File: src/rtl/k_and_s_pkg.sv
// K&S processor shared types: instruction decode, control states, ALU ops.
package k_and_s_pkg;

  typedef enum logic [3:0] {
    I_NOP,
    I_LOAD,
    I_STORE,
    I_MOVE,
    I_ADD,
    I_SUB,
    I_AND,
    I_OR,
    I_BRANCH,
    I_BZERO,
    I_BNEG,
    I_BNNEG,
    I_BOV,
    I_BNOV,
    I_HALT
  } decoded_instruction_type;

  typedef enum logic [3:0] {
    FETCH,
    LATCH_IR,
    DECODE,
    LOAD_WAIT,
    LOAD_WR,
    STORE,
    MOVE,
    ALU,
    BRANCH,
    HALT,
    PAUSE
  } ctrl_state_type;

  localparam logic [1:0] ALU_OR  = 2'b00;
  localparam logic [1:0] ALU_ADD = 2'b01;
  localparam logic [1:0] ALU_SUB = 2'b10;
  localparam logic [1:0] ALU_AND = 2'b11;

  function automatic logic [1:0] alu_op(
    input decoded_instruction_type i
  );
    case (i)
      I_ADD:   return ALU_ADD;
      I_SUB:   return ALU_SUB;
      I_AND:   return ALU_AND;
      default: return ALU_OR;
    endcase
  endfunction

endpackage

File: src/rtl/branch_cond.sv
// K&S branch condition: decoded instruction plus flags to "taken".
module branch_cond
  import k_and_s_pkg::*;
(
  input  decoded_instruction_type decoded_instruction,
  input  logic                    zero_op,
  input  logic                    neg_op,
  input  logic                    unsigned_overflow,
  output logic                    taken
);

  always_comb begin
    taken = 1'b0;
    case (decoded_instruction)
      I_BRANCH: taken = 1'b1;
      I_BZERO:  taken = zero_op;
      I_BNEG:   taken = neg_op;
      I_BNNEG:  taken = !neg_op;
      I_BOV:    taken = unsigned_overflow;
      I_BNOV:   taken = !unsigned_overflow;
      default:  taken = 1'b0;
    endcase
  end

endmodule

File: src/rtl/control_unit.sv
// K&S control unit: Moore FSM sequencing fetch, decode and execute.
// Optional single-step mode via KS_SINGLE_STEP_EN (adds step input).
module control_unit
  import k_and_s_pkg::*;
#(
  parameter int MEM_WAIT_CYCLES = 1
) (
  input  logic                    clk,
  input  logic                    rst,
`ifdef KS_SINGLE_STEP_EN
  input  logic                    step,
`endif
  input  decoded_instruction_type decoded_instruction,
  input  logic                    zero_op,
  input  logic                    neg_op,
  input  logic                    unsigned_overflow,
  input  logic                    signed_overflow,
  output logic                    branch,
  output logic                    pc_enable,
  output logic                    ir_enable,
  output logic                    addr_sel,
  output logic                    c_sel,
  output logic [1:0]              operation,
  output logic                    write_reg_enable,
  output logic                    flags_reg_enable,
  output logic                    ram_write_enable,
  output logic                    halt
);

  localparam bit NO_WAIT = (MEM_WAIT_CYCLES == 0);
  localparam ctrl_state_type FETCH_ST = NO_WAIT ? LATCH_IR : FETCH;
  localparam ctrl_state_type LOAD_ST  = NO_WAIT ? LOAD_WR : LOAD_WAIT;
  localparam logic [2:0] WAIT_LAST =
    3'(NO_WAIT ? 0 : MEM_WAIT_CYCLES - 1);

  ctrl_state_type state, state_next, after_exec;
  logic [2:0]     wait_cnt;
  logic           wait_done;
  logic           taken;
  logic           unused_flags;

  // No branch tests the signed-overflow flag.
  assign unused_flags = signed_overflow;
  assign wait_done    = (wait_cnt == WAIT_LAST);

`ifdef KS_SINGLE_STEP_EN
  assign after_exec = PAUSE;
`else
  assign after_exec = FETCH_ST;
`endif

  branch_cond u_branch_cond (
    .decoded_instruction(decoded_instruction),
    .zero_op            (zero_op),
    .neg_op             (neg_op),
    .unsigned_overflow  (unsigned_overflow),
    .taken              (taken)
  );

  always_ff @(posedge clk) begin
    if (rst) begin
      state    <= FETCH_ST;
      wait_cnt <= '0;
    end else begin
      state    <= state_next;
      wait_cnt <= (state_next != state) ? 3'd0 : wait_cnt + 3'd1;
    end
  end

  always_comb begin
    state_next = state;
    case (state)
      FETCH:     if (wait_done) state_next = LATCH_IR;
      LATCH_IR:  state_next = DECODE;
      DECODE: begin
        case (decoded_instruction)
          I_LOAD:  state_next = LOAD_ST;
          I_STORE: state_next = STORE;
          I_MOVE:  state_next = MOVE;
          I_ADD, I_SUB, I_AND, I_OR:
                   state_next = ALU;
          I_BRANCH, I_BZERO, I_BNEG,
          I_BNNEG, I_BOV, I_BNOV:
                   state_next = BRANCH;
          I_HALT:  state_next = HALT;
          default: state_next = after_exec;
        endcase
      end
      LOAD_WAIT: if (wait_done) state_next = LOAD_WR;
      LOAD_WR,
      STORE,
      MOVE,
      ALU,
      BRANCH:    state_next = after_exec;
      HALT:      state_next = HALT;
`ifdef KS_SINGLE_STEP_EN
      PAUSE:     if (step) state_next = FETCH_ST;
`endif
      default:   state_next = FETCH_ST;
    endcase
  end

  // Outputs are forced low during reset, even mid-instruction.
  always_comb begin
    branch           = 1'b0;
    pc_enable        = 1'b0;
    ir_enable        = 1'b0;
    addr_sel         = 1'b0;
    c_sel            = 1'b0;
    operation        = ALU_OR;
    write_reg_enable = 1'b0;
    flags_reg_enable = 1'b0;
    ram_write_enable = 1'b0;
    halt             = 1'b0;
    if (!rst) begin
      case (state)
        LATCH_IR:  ir_enable = 1'b1;
        DECODE:    pc_enable = 1'b1;
        LOAD_WAIT: addr_sel = 1'b1;
        LOAD_WR: begin
          addr_sel         = 1'b1;
          write_reg_enable = 1'b1;
        end
        STORE: begin
          addr_sel         = 1'b1;
          ram_write_enable = 1'b1;
        end
        MOVE: begin
          c_sel            = 1'b1;
          write_reg_enable = 1'b1;
        end
        ALU: begin
          operation        = alu_op(decoded_instruction);
          c_sel            = 1'b1;
          write_reg_enable = 1'b1;
          flags_reg_enable = 1'b1;
        end
        BRANCH: begin
          branch    = taken;
          pc_enable = taken;
        end
        HALT:      halt = 1'b1;
        default:   ;
      endcase
    end
  end

endmodule

File: config.mk
export PLATFORM = sky130hd
export DESIGN_NAME = control_unit
export DESIGN_NICKNAME = d
export VERILOG_FILES = /design/src/rtl/k_and_s_pkg.sv /design/src/rtl/branch_cond.sv /design/src/rtl/control_unit.sv
export SDC_FILE = /design/constraint.sdc
export NUM_CORES = 1
export LEC_CHECK = 0
export ABC_AREA = 1
export ABC_CLOCK_PERIOD_IN_PS = 3100
export CAP_MARGIN = 20
export CELL_PAD_IN_SITES_DETAIL_PLACEMENT = 1
export CELL_PAD_IN_SITES_GLOBAL_PLACEMENT = 2
export CORE_MARGIN = 2
export CORE_UTILIZATION = 23
export DETAILED_ROUTE_END_ITERATION = 16
export GPL_TIMING_DRIVEN = 0
export PLACE_DENSITY = 0.79
export SYNTH_ARGS = -nofsm -noshare
export SYNTH_HDL_FRONTEND = slang
export SYNTH_HIERARCHICAL = 1
export SYNTH_SLANG_ARGS = --single-unit
File: constraint.sdc
create_clock -name clk -period 3.1 [get_ports clk]
set_clock_uncertainty 0.05 [all_clocks]
set_input_delay 0.31 -clock clk [delete_from_list [all_inputs] [get_ports clk]]
set_output_delay 0.31 -clock clk [all_outputs]
set_load 0.05 [all_outputs]
==> metrics.md, run 1 <==
| Metric | Value |
|---|---|
| Critical Path Source Type | `input port` |
| Net switching power | `216 uW` |
| Final Cell Area | `898 um2` |
| Multi-input logic area | `425 um2` |
| Top post-synthesis cells by area | `dfxtp_1 21%, nand2_1 17%, nor2_1 12%, ha_1 11%, inv_1 10%` |
| Reg2Reg Depth | `9` |
| Leak | `0.448 nW` |
| Worst vdd ir | `0.000266 V` |
| Row Count | `19` |
| Most common cell in the netlist | `nand2_1` |
| Switching Share | `46.6%` |
| Worst-margin pin slew | `495 ps` |
| GR Util met3 | `0.680%` |
| Yosys top cell by area | `dfxtp_1` |
| Slew HR | `66.9%` |
| Postcts setup bufs | `0` |
| Worst hold slack | `301 ps` |
| Setup violation total in the final timing report | `0` |
| PortBufs | `18` |
| Most frequent cells after synthesis | `29 x nand2_1, 21 x nor2_1, 18 x inv_1, 7 x a21oi_1, 7 x dfxtp_1` |
| Sequential fraction of the synthesis area | `21.5%` |
| Post-detailed-route wirelength per cell | `10.3 um` |
| Register area | `140 um2` |
| Outcome | `complete, no violations` |
| Max-slew violations | `0` |
| Via count | `738` |
| DRT antenna net count | `0` |
| GRT Total Usage | `11.8%` |
| Global-route track usage on met1 | `15.0%` |
| Antenna diode count | `0` |
| CP max FO | `6` |
| HPWL after DPL | `1.48 mm` |
| Core Region | `2730 um2` |
| DR pass1 iterations | `4` |
| DR DRC count | `0` |
| Layout area overhead | `37.5%` |
| Clock root cell | `clkbuf_4` |
| DP Area | `872 um2` |
| Top-area cell type share of the netlist area | `21.5%` |
| CTS tree | `yes` |
| Num ports | `21` |
| Minimum clock period | `2670 ps` |
| Antenna violations before repair | `0` |
| Vias in the first global route | `744` |
| Combinational Power Share | `53.3%` |
| F_max | `374 MHz` |
| Internal | `247 uW` |
| Share of cells above drive strength 1 | `11.1%` |
| Max Cap Viol | `0` |
| R2R Setup Slk | `1770 ps` |
| Sequential Power Share | `28.7%` |
| Clock power frac | `18.0%` |
| Initial Utilization | `23.9%` |
| Yosys cell types | `18` |
| RR Startpoint | `wait_cnt[0]$_SDFF_PP0_` |
| Die area | `3280 um2` |
| Nets | `152` |
| CTS buffer count | `3` |
| RSZ-0062 raised after global routing | `false` |
| Clk pin slew, worst setup/hold paths | `50 ps` |
| Cells after Synth | `113` |
| Chip Width | `57.3 um` |
| Most used routing layer | `met2` |
| Core Util, Final | `32.9%` |
| Grt met2 use | `20.7%` |
| Hold Violations, Final | `0` |
| H-Tree Depth | `1` |
| Filler instances | `360` |
| Synth Register Bits | `7` |
| Synth async-reset ratio | `0%` |
| Largest net degree at the start of global routing | `11` |
| Initial DRC count | `19` |
| Synthesized cell area | `653 um2` |
| CP endpoint kind | `output port` |
| Setup_tns | `0 ps` |
| Final period util | `86.2%` |
| Post-CTS Hold Buffers | `0` |
| Remaining Overflow, GRT | `0` |
| Hold depth | `2` |
| Worst path arrival time | `2310 ps` |
| Worst Hold Class | `in -> reg` |
| Power per standard cell area | `516 nW/um2` |
| Avg Cell Area, Syn | `5.78 um2` |
| Routability-driven placement congestion ratio | `0.702` |
| Cts repair resizes | `0` |
| Post-synth EDFFs | `0` |
| WS Path Type | `in -> out` |
| Chip Height | `57.3 um` |
| Critical Path End | `pc_enable` |
| RR Endpoint | `wait_cnt[2]$_SDFF_PP0_` |
| Post-Route WL | `1.71 mm` |
| First-pass GRT wire length | `3.12 mm` |
| Syn nets | `129` |
| Ys flop type | `dfxtp_1` |
| Clock sinks | `7` |
| Worst skew pair latency | `250 ps` |
| Crit. Startpoint | `decoded_instruction[2]` |
| Bufs on Longest Clock Path | `2` |
| Routed vias/inst | `4.45` |
| Critical path required time | `2740 ps` |
| Ys Warns | `6` |
registers in the layout, summed over array words and instances, names as in the netlist:
signal / cells
state: 4
wait_cnt: 3
power by group through the flow:
| stage | Clock, mW | Sequential [mW] | Combinational (mW) |
|---|---|---|---|
| 4_1_cts | 0.0886 | 0.134 | 0.253 |
| 5_1_grt | 0.0903 | 0.136 | 0.289 |
| 3_3_place_gp | 0 | 0.136 | 0.244 |
| 2_1_floorplan | 0 | 0.130 | 0.184 |
| 3_5_place_dp | 0 | 0.136 | 0.252 |
| 6_report | 0.0835 | 0.133 | 0.247 |
metrics by stage:
stage	setup slack (ps)	total power, mW	std cells
after floorplan	823	0.314	113
after global placement	436	0.380	162
after detailed placement	410	0.388	162
after CTS	411	0.475	166
after global routing	205	0.516	166
final	428	0.463	166
cells in the final DEF (no fill, tap or decap), drive strengths merged:
cell type / netlist / layout
o21bai: 1 / 1
nand3: 6 / 6
nand2: 30 / 30
xnor2: 1 / 1
nand4: 1 / 1
nor2: 24 / 24
nor3: 1 / 1
a21oi: 7 / 7
clkdlybuf4s50: 0 / 18
dfxtp: 7 / 7
o21ai: 6 / 6
buf: 1 / 1
inv: 22 / 22
clkbuf: 0 / 4
ha: 6 / 6
worst max-delay path: stages:
cell and delay [ps]:
clkdlybuf4s50_1 520, inv_1 120, nand2_1 60, nand2_1 50
nand2_1 60, nor2_2 110, nand3_1 100, o21ai_0 150
clkdlybuf4s50_1 820
worst min path at each step:
| stage | startpoint | endpoint | slack [ps] |
|---|---|---|---|
| 6_report | rst | state[3]$_SDFF_PP0_ | 300 |
| 2_1_floorplan | wait_cnt[0]$_SDFF_PP0_ | wait_cnt[0]$_SDFF_PP0_ | 370 |
| 3_5_place_dp | wait_cnt[0]$_SDFF_PP0_ | wait_cnt[0]$_SDFF_PP0_ | 390 |
| 3_3_place_gp | wait_cnt[0]$_SDFF_PP0_ | wait_cnt[0]$_SDFF_PP0_ | 380 |
| 5_1_grt | rst | state[2]$_SDFF_PP0_ | 330 |
| 4_1_cts | rst | state[3]$_SDFF_PP0_ | 300 |
layer usage:
layer | vias to the layer above | wire length (um)
met2 | 13 | 843
met4 | 0 | 17
met3 | 2 | 31
met1 | 336 | 816
met5 | - | 0
li1 | 387 | -
cell type report:
class                           count  area share, %
Buffer                              1          0.557
Timing Repair Buffer               18           20.1
Inverter                           22           9.19
Clock buffer                        4           2.92
Multi-Input combinational cell     83           47.4
Sequential cell                     7           15.6
Tap cell                           31           4.32
kinds of logic after synthesis:
kind of cell | count (synthesis) | share of synthesized area [%]
buf+inv | 23 | 13.4
xor+xnor | 1 | 1.34
fa+ha+maj | 6 | 11.5
compound gates | 14 | 11.1
flops | 7 | 21.5
simple gates | 62 | 41.2
Power figures use the tool's default switching activity.
==> inputs of run 2 (changes only) <==
==> constraint.sdc (replaced) <==
create_clock -name clk -period 3.1 [get_ports clk]
set_clock_uncertainty 0.05 [all_clocks]
set_input_delay 0.465 -clock clk [delete_from_list [all_inputs] [get_ports clk]]
set_output_delay 0.465 -clock clk [all_outputs]
set_load 0.05 [all_outputs]
==> run 2 against run 1 <==
Against the previous run: first-iteration DRC count rose by 5.3%; clock power barely moved; combinational power barely moved; global-route usage did not move; cell area rose by 0.56%; worst hold slack improved by 92 ps; total power barely moved; via count did not move; critical path depth fell by 3; critical endpoint is now operation[1]; highest routed layer unchanged.
==> metrics.md, run 2 (synthesis gave the netlist of run 1 again) <==
| Metric | Value |
|---|---|
| Outcome | `complete, no violations (unchanged)` |
| Chip Width | `57.3 um (unchanged)` |
| DRT antenna net count | `0 (unchanged)` |
| Largest stage delay, worst path | `800 ps (was 820 ps)` |
| Biggest regs | `state: 4 flops, wait_cnt: 3 flops (unchanged)` |
| Slowest CP cell | `clkdlybuf4s50_1 (unchanged)` |
| Final period util | `91.1% (was 86.2%)` |
| Nets | `152 (unchanged)` |
| Worst vdd ir | `0.000266 V (unchanged)` |
| Remaining Overflow, GRT | `0 (unchanged)` |
| RSZ-0062 raised after global routing | `false (unchanged)` |
| Clock sinks | `7 (unchanged)` |
| Most common cell after layout, fill and taps aside | `nand2_1 (unchanged)` |
| Num ports | `21 (unchanged)` |
| HPWL after DPL | `1.48 mm (unchanged)` |
| Post-detailed-route wirelength per cell | `10.3 um (about the same)` |
| CP max FO | `5 (was 6)` |
| DR pass1 iterations | `4 (unchanged)` |
| Crit-path cells | `clkdlybuf4s50_1 > inv_1 > ha_1 > o21ai_0 > nor2_1 > clkdlybuf4s50_1 (was clkdlybuf4s50_1 > inv_1 > nand2_1 > nand2_1 > nand2_1 > nor2_2 > nand3_1 > o21ai_0 > clkdlybuf4s50_1)` |
| Minimum clock period | `2820 ps (was 2670 ps)` |
| Post-Route WL | `1.71 mm (about the same)` |
| Via count | `738 (unchanged)` |
| CTS tree | `yes (unchanged)` |
| Row Count | `19 (unchanged)` |
| Worst Hold Class | `reg -> reg (was in -> reg)` |
| Slew HR | `66.2% (was 66.9%)` |
| Antenna violations before repair | `0 (unchanged)` |
| Filler instances | `358 (was 360)` |
| Bufs on Longest Clock Path | `2 (unchanged)` |
| Setup ws final | `275 ps (was 428 ps)` |
| Routability-driven placement congestion ratio | `0.702 (unchanged)` |
| Crit path top cell by count | `clkdlybuf4s50_1 (was nand2_1)` |
| Most flop-heavy register | `state (unchanged)` |
| GRT Total Usage | `11.8% (unchanged)` |
| CTS buffer count | `3 (unchanged)` |
| Leak | `0.484 nW (was 0.448 nW)` |
| Clock root cell | `clkbuf_4 (unchanged)` |
| Power per standard cell area | `512 nW/um2 (was 516 nW/um2)` |
| Chip Height | `57.3 um (unchanged)` |
| Initial DRC count | `20 (was 19)` |
| Critical path required time | `2580 ps (was 2740 ps)` |
| Vias in the first global route | `744 (unchanged)` |
| Most used cells in the layout excluding fill and tap cells | `29 x nand2_1, 21 x nor2_1, 18 x inv_1 (was 29 x nand2_1, 21 x nor2_1, 18 x inv_1, 18 x clkdlybuf4s50_1)` |
| Core Region | `2730 um2 (unchanged)` |
| Worst-margin pin slew | `507 ps (was 495 ps)` |
| H-Tree Depth | `1 (unchanged)` |
| CP endpoint kind | `output port (unchanged)` |
| Share of cells above drive strength 1 | `11.1% (unchanged)` |
| Worst skew pair latency | `250 ps (about the same)` |
| Layout area overhead | `38.3% (was 37.5%)` |
| Setup_tns | `0 ps (unchanged)` |
| WS Path Type | `in -> out (unchanged)` |
| Largest register FFs | `4 (unchanged)` |
| Worst hold slack | `393 ps (was 301 ps)` |
| Worst path arrival time | `2310 ps (about the same)` |
| Tot Pwr | `463 uW (about the same)` |
| First-pass GRT wire length | `3.12 mm (unchanged)` |
| Initial Utilization | `23.9% (unchanged)` |
| Antenna diode count | `0 (unchanged)` |
| Hold Violations, Final | `0 (unchanged)` |
| Postcts setup bufs | `0 (unchanged)` |
| Largest net degree at the start of global routing | `11 (unchanged)` |
| F_max | `354 MHz (was 374 MHz)` |
| Max-slew violations | `0 (unchanged)` |
| PortBufs | `18 (unchanged)` |
| Die area | `3280 um2 (unchanged)` |
| Setup violation total in the final timing report | `0 (unchanged)` |
| Max Cap Viol | `0 (unchanged)` |
| Critical Path Source Type | `input port (unchanged)` |
| DR DRC count | `0 (unchanged)` |
| Clk pin slew, worst setup/hold paths | `50 ps (about the same)` |
| Place WS | `99.6 ps (was 410 ps)` |
| Routed vias/inst | `4.45 (unchanged)` |
-- run 2: changes by cell type in the layout (fill, tap and decap cells not counted) --
cell and change:
dlymetal6s2s_1 +2, clkdlybuf4s50_1 -2
-- run 2: metal layers --
layer	up-vias	global-route usage [%]	part of all wire, %
met5	-	0	0
met4	0	4.98	0.99
met3	2	0.680	2.7
met2	13	20.7	49
met1	336	15.0	47
li1	387	-	-
-- run 2: worst paths after layout --
check	slack, ps	from	cells after the start	end
worst max-delay path	280	decoded_instruction[0]	6	operation[1]
worst min-delay path	390	wait_cnt[0]$_SDFF_PP0_	1	wait_cnt[0]$_SDFF_PP0_
worst max register to register	1770	wait_cnt[0]$_SDFF_PP0_	9	wait_cnt[2]$_SDFF_PP0_
worst min register to register	390	wait_cnt[0]$_SDFF_PP0_	1	wait_cnt[0]$_SDFF_PP0_
-- run 2: final cells by class --
class                      count  area (um2)  area share (%)
clock buffer                   4        26.3            2.91
buffer                         1        5.00           0.554
sequential                     7         140            15.5
inverter                      22        82.6            9.14
tap                           31        38.8            4.29
multi-input combinational     83         425            47.1
timing repair buffer          18         185            20.5
-- run 2: repair_timing --
action | 4_1_cts | 5_1_grt
gates resized for setup | 0 | 2
setup endpoints to repair | 0 | 2
hold buffers | 0 | 0
-- run 2: stage by stage --
stage               utilization [%]  cells  area (um2)
CTS                            32.9    166         898
detailed placement             31.9    162         872
floorplan                         -    113         653
global placement               31.9    162         872
global route                   33.0    166         903
finish                         33.0    166         903
-- run 2: power by group --
group	switching, mW	internal [mW]
clock	0.0343	0.0492
sequential	0.0217	0.111
combinational	0.160	0.0868
-- run 2: worst max-delay path, delay by kind of cell --
| kind | cells | cell delay [ps] |
|---|---|---|
| buffers and inverters | 3 | 1440 |
| and+or+nand+nor | 1 | 110 |
| AOI/OAI and AO/OA | 1 | 90 |
| adders and majority gates | 1 | 190 |
==> inputs of run 3 (changes only) <==
- CORE_MARGIN: 2 -> unset
- PLACE_DENSITY: 0.79 -> unset
- PLACE_DENSITY_LB_ADDON: unset -> 0.05
==> run 3 against run 2 <==
Against the previous run: clock power is 3.0% lower; sequential share of layout area is 0.065 points higher; total power is 0.15% lower; setup slack worse by 82 ps; routed wire length is 0.82% higher; worst hold slack better by 4.6 ps; global-route usage is 0.34 points higher; die area is 6.9% lower; first-iteration DRC count is 60% lower; register-to-register slack worse by 30 ps; critical path type unchanged; critical endpoint is now branch; largest power group unchanged.
==> metrics.md, run 3 (synthesis gave the netlist of run 1 again) <==
| Metric | Value |
|---|---|
| PortBufs | `18 (unchanged)` |
| Initial DRC count | `8 (was 20)` |
| Clk pin slew, worst setup/hold paths | `50 ps (about the same)` |
| Via count | `737 (was 738)` |
| Hold Violations, Final | `0 (unchanged)` |
| Nets | `152 (unchanged)` |
| Reg2Reg Depth | `9 (unchanged)` |
| Routability-driven placement congestion ratio | `0.729 (was 0.702)` |
| Filler instances | `375 (was 358)` |
| RSZ-0062 raised after global routing | `false (unchanged)` |
| Num ports | `21 (unchanged)` |
| CTS tree | `yes (unchanged)` |
| Critical Path Source Type | `input port (unchanged)` |
| Share of cells above drive strength 1 | `11.1% (unchanged)` |
| Worst skew pair latency | `250 ps (about the same)` |
| Worst path arrival time | `2390 ps (was 2310 ps)` |
| Row Count | `18 (was 19)` |
| Post-Route WL | `1.73 mm (was 1.71 mm)` |
| Outcome | `complete, no violations (unchanged)` |
| CTS buffer count | `3 (unchanged)` |
| Minimum clock period | `2910 ps (was 2820 ps)` |
| CP max FO | `6 (was 5)` |
| GRT Total Usage | `12.1% (was 11.8%)` |
| Routed vias/inst | `4.47 (was 4.45)` |
| Worst Hold Class | `reg -> reg (unchanged)` |
| Clock sinks | `7 (unchanged)` |
| Post-route insts no fill | `165 (was 166)` |
| Most flop-heavy register | `state (unchanged)` |
| Crit. Startpoint | `decoded_instruction[2] (was decoded_instruction[0])` |
| R2R Setup Slk | `1740 ps (was 1770 ps)` |
| HPWL after DPL | `1.51 mm (was 1.48 mm)` |
| Clock root cell | `clkbuf_4 (unchanged)` |
| DRT antenna net count | `0 (unchanged)` |
| Place WS | `76.3 ps (was 99.6 ps)` |
| Slew HR | `66.7% (was 66.2%)` |
| Setup violation total in the final timing report | `0 (unchanged)` |
| Max Cap Viol | `0 (unchanged)` |
| Most used cells in the layout excluding fill and tap cells | `29 x nand2_1, 21 x nor2_1, 18 x inv_1 (unchanged)` |
| RR Startpoint | `wait_cnt[0]$_SDFF_PP0_ (unchanged)` |
| Die area | `3060 um2 (was 3280 um2)` |
| DR pass1 iterations | `3 (was 4)` |
| Max-slew violations | `0 (unchanged)` |
| CP endpoint kind | `output port (unchanged)` |
| Worst vdd ir | `0.000291 V (was 0.000266 V)` |
| Critical Path End | `branch (was operation[1])` |
| Worst-margin pin slew | `499 ps (was 507 ps)` |
| Layout area overhead | `37.7% (was 38.3%)` |
| Chip Width | `55.3 um (was 57.3 um)` |
| Biggest regs | `state: 4 flops, wait_cnt: 3 flops (unchanged)` |
| F_max | `344 MHz (was 354 MHz)` |
| Initial Utilization | `25.2% (was 23.9%)` |
| Bufs on Longest Clock Path | `2 (unchanged)` |
| Placed Cells | `161 (was 162)` |
| Critical path required time | `2580 ps (about the same)` |
| Antenna violations before repair | `0 (unchanged)` |
| Most common cell after layout, fill and taps aside | `nand2_1 (unchanged)` |
| Post-detailed-route wirelength per cell | `10.5 um (was 10.3 um)` |
| RR Endpoint | `wait_cnt[1]$_SDFF_PP0_ (was wait_cnt[2]$_SDFF_PP0_)` |
| H-Tree Depth | `1 (unchanged)` |
| Setup ws final | `194 ps (was 275 ps)` |
| HP Start | `wait_cnt[0]$_SDFF_PP0_ (unchanged)` |
| First-pass GRT wire length | `2.99 mm (was 3.12 mm)` |
| Chip Height | `55.3 um (was 57.3 um)` |
| Power per standard cell area | `514 nW/um2 (was 512 nW/um2)` |
| Antenna diode count | `0 (unchanged)` |
| Setup_tns | `0 ps (unchanged)` |
| Leak | `0.465 nW (was 0.484 nW)` |
| DR DRC count | `0 (unchanged)` |
| WS Path Type | `in -> out (unchanged)` |
| Largest register FFs | `4 (unchanged)` |
| Vias in the first global route | `732 (was 744)` |
| Core Region | `2590 um2 (was 2730 um2)` |
| Remaining Overflow, GRT | `0 (unchanged)` |
| Tot Pwr | `462 uW (was 463 uW)` |
| Largest net degree at the start of global routing | `11 (unchanged)` |
| Final period util | `93.8% (was 91.1%)` |
==> run 3: cell types whose count changed in the layout (fill, tap and decap cells not counted), sizes merged <==
cell and delta:
dlymetal6s2s -1, clkdlybuf4s50 +1
==> run 3: per-stage QoR <==
step	utilization, %	area (um2)	hold slack [ps]
6_report	34.7	900	397
5_1_grt	34.7	900	424
4_1_cts	34.6	897	406
3_5_place_dp	33.6	871	398
3_3_place_gp	33.6	871	383
2_1_floorplan	-	653	367
==> run 3: area by class of cell <==
class	instances	area [um2]	area share (%)
timing repair buffer	18	183	20.3
buffer	1	5.00	0.556
multi-input combinational	83	425	47.3
inverter	22	82.6	9.18
clock buffer	4	26.3	2.92
tap	30	37.5	4.17
sequential	7	140	15.6
==> run 3: worst min-delay path by stage <==
stage / end / slack, ps / depth (start not counted)
2_1_floorplan: wait_cnt[0]$_SDFF_PP0_ / 370 / 1
3_3_place_gp: wait_cnt[0]$_SDFF_PP0_ / 380 / 1
3_5_place_dp: wait_cnt[0]$_SDFF_PP0_ / 400 / 1
4_1_cts: wait_cnt[0]$_SDFF_PP0_ / 410 / 1
5_1_grt: wait_cnt[0]$_SDFF_PP0_ / 420 / 1
6_report: wait_cnt[0]$_SDFF_PP0_ / 400 / 1
==> run 3: layer usage <==
layer | vias up | GRT usage (%) | routed length [um]
met1 | 335 | 13.3 | 808
met2 | 13 | 23.1 | 858
met3 | 2 | 3.51 | 51
li1 | 387 | - | -
met5 | - | 0 | 0
met4 | 0 | 2.14 | 8
==> run 3: what timing repair did <==
| action | CTS | global route |
|---|---|---|
| resized for setup | 0 | 1 |
| setup buffers | 0 | 0 |
| endpoints found under the hold margin | 0 | 0 |
| endpoints found under the setup margin | 0 | 1 |
| hold buffers | 0 | 0 |
==> run 3: power breakdown <==
part,total [mW],switching [mW],internal [mW]
sequential,0.135,0.0234,0.111
combinational,0.247,0.161,0.0853
clock,0.0810,0.0319,0.0490
==> run 3: critical path, cell delays in order <==
cell	delay [ps]
clkdlybuf4s50_1	520
inv_1	120
nand2_1	60
nand2_1	50
nand2_1	60
nor2_2	120
nand3_1	100
nor2_1	100
clkdlybuf4s50_1	800
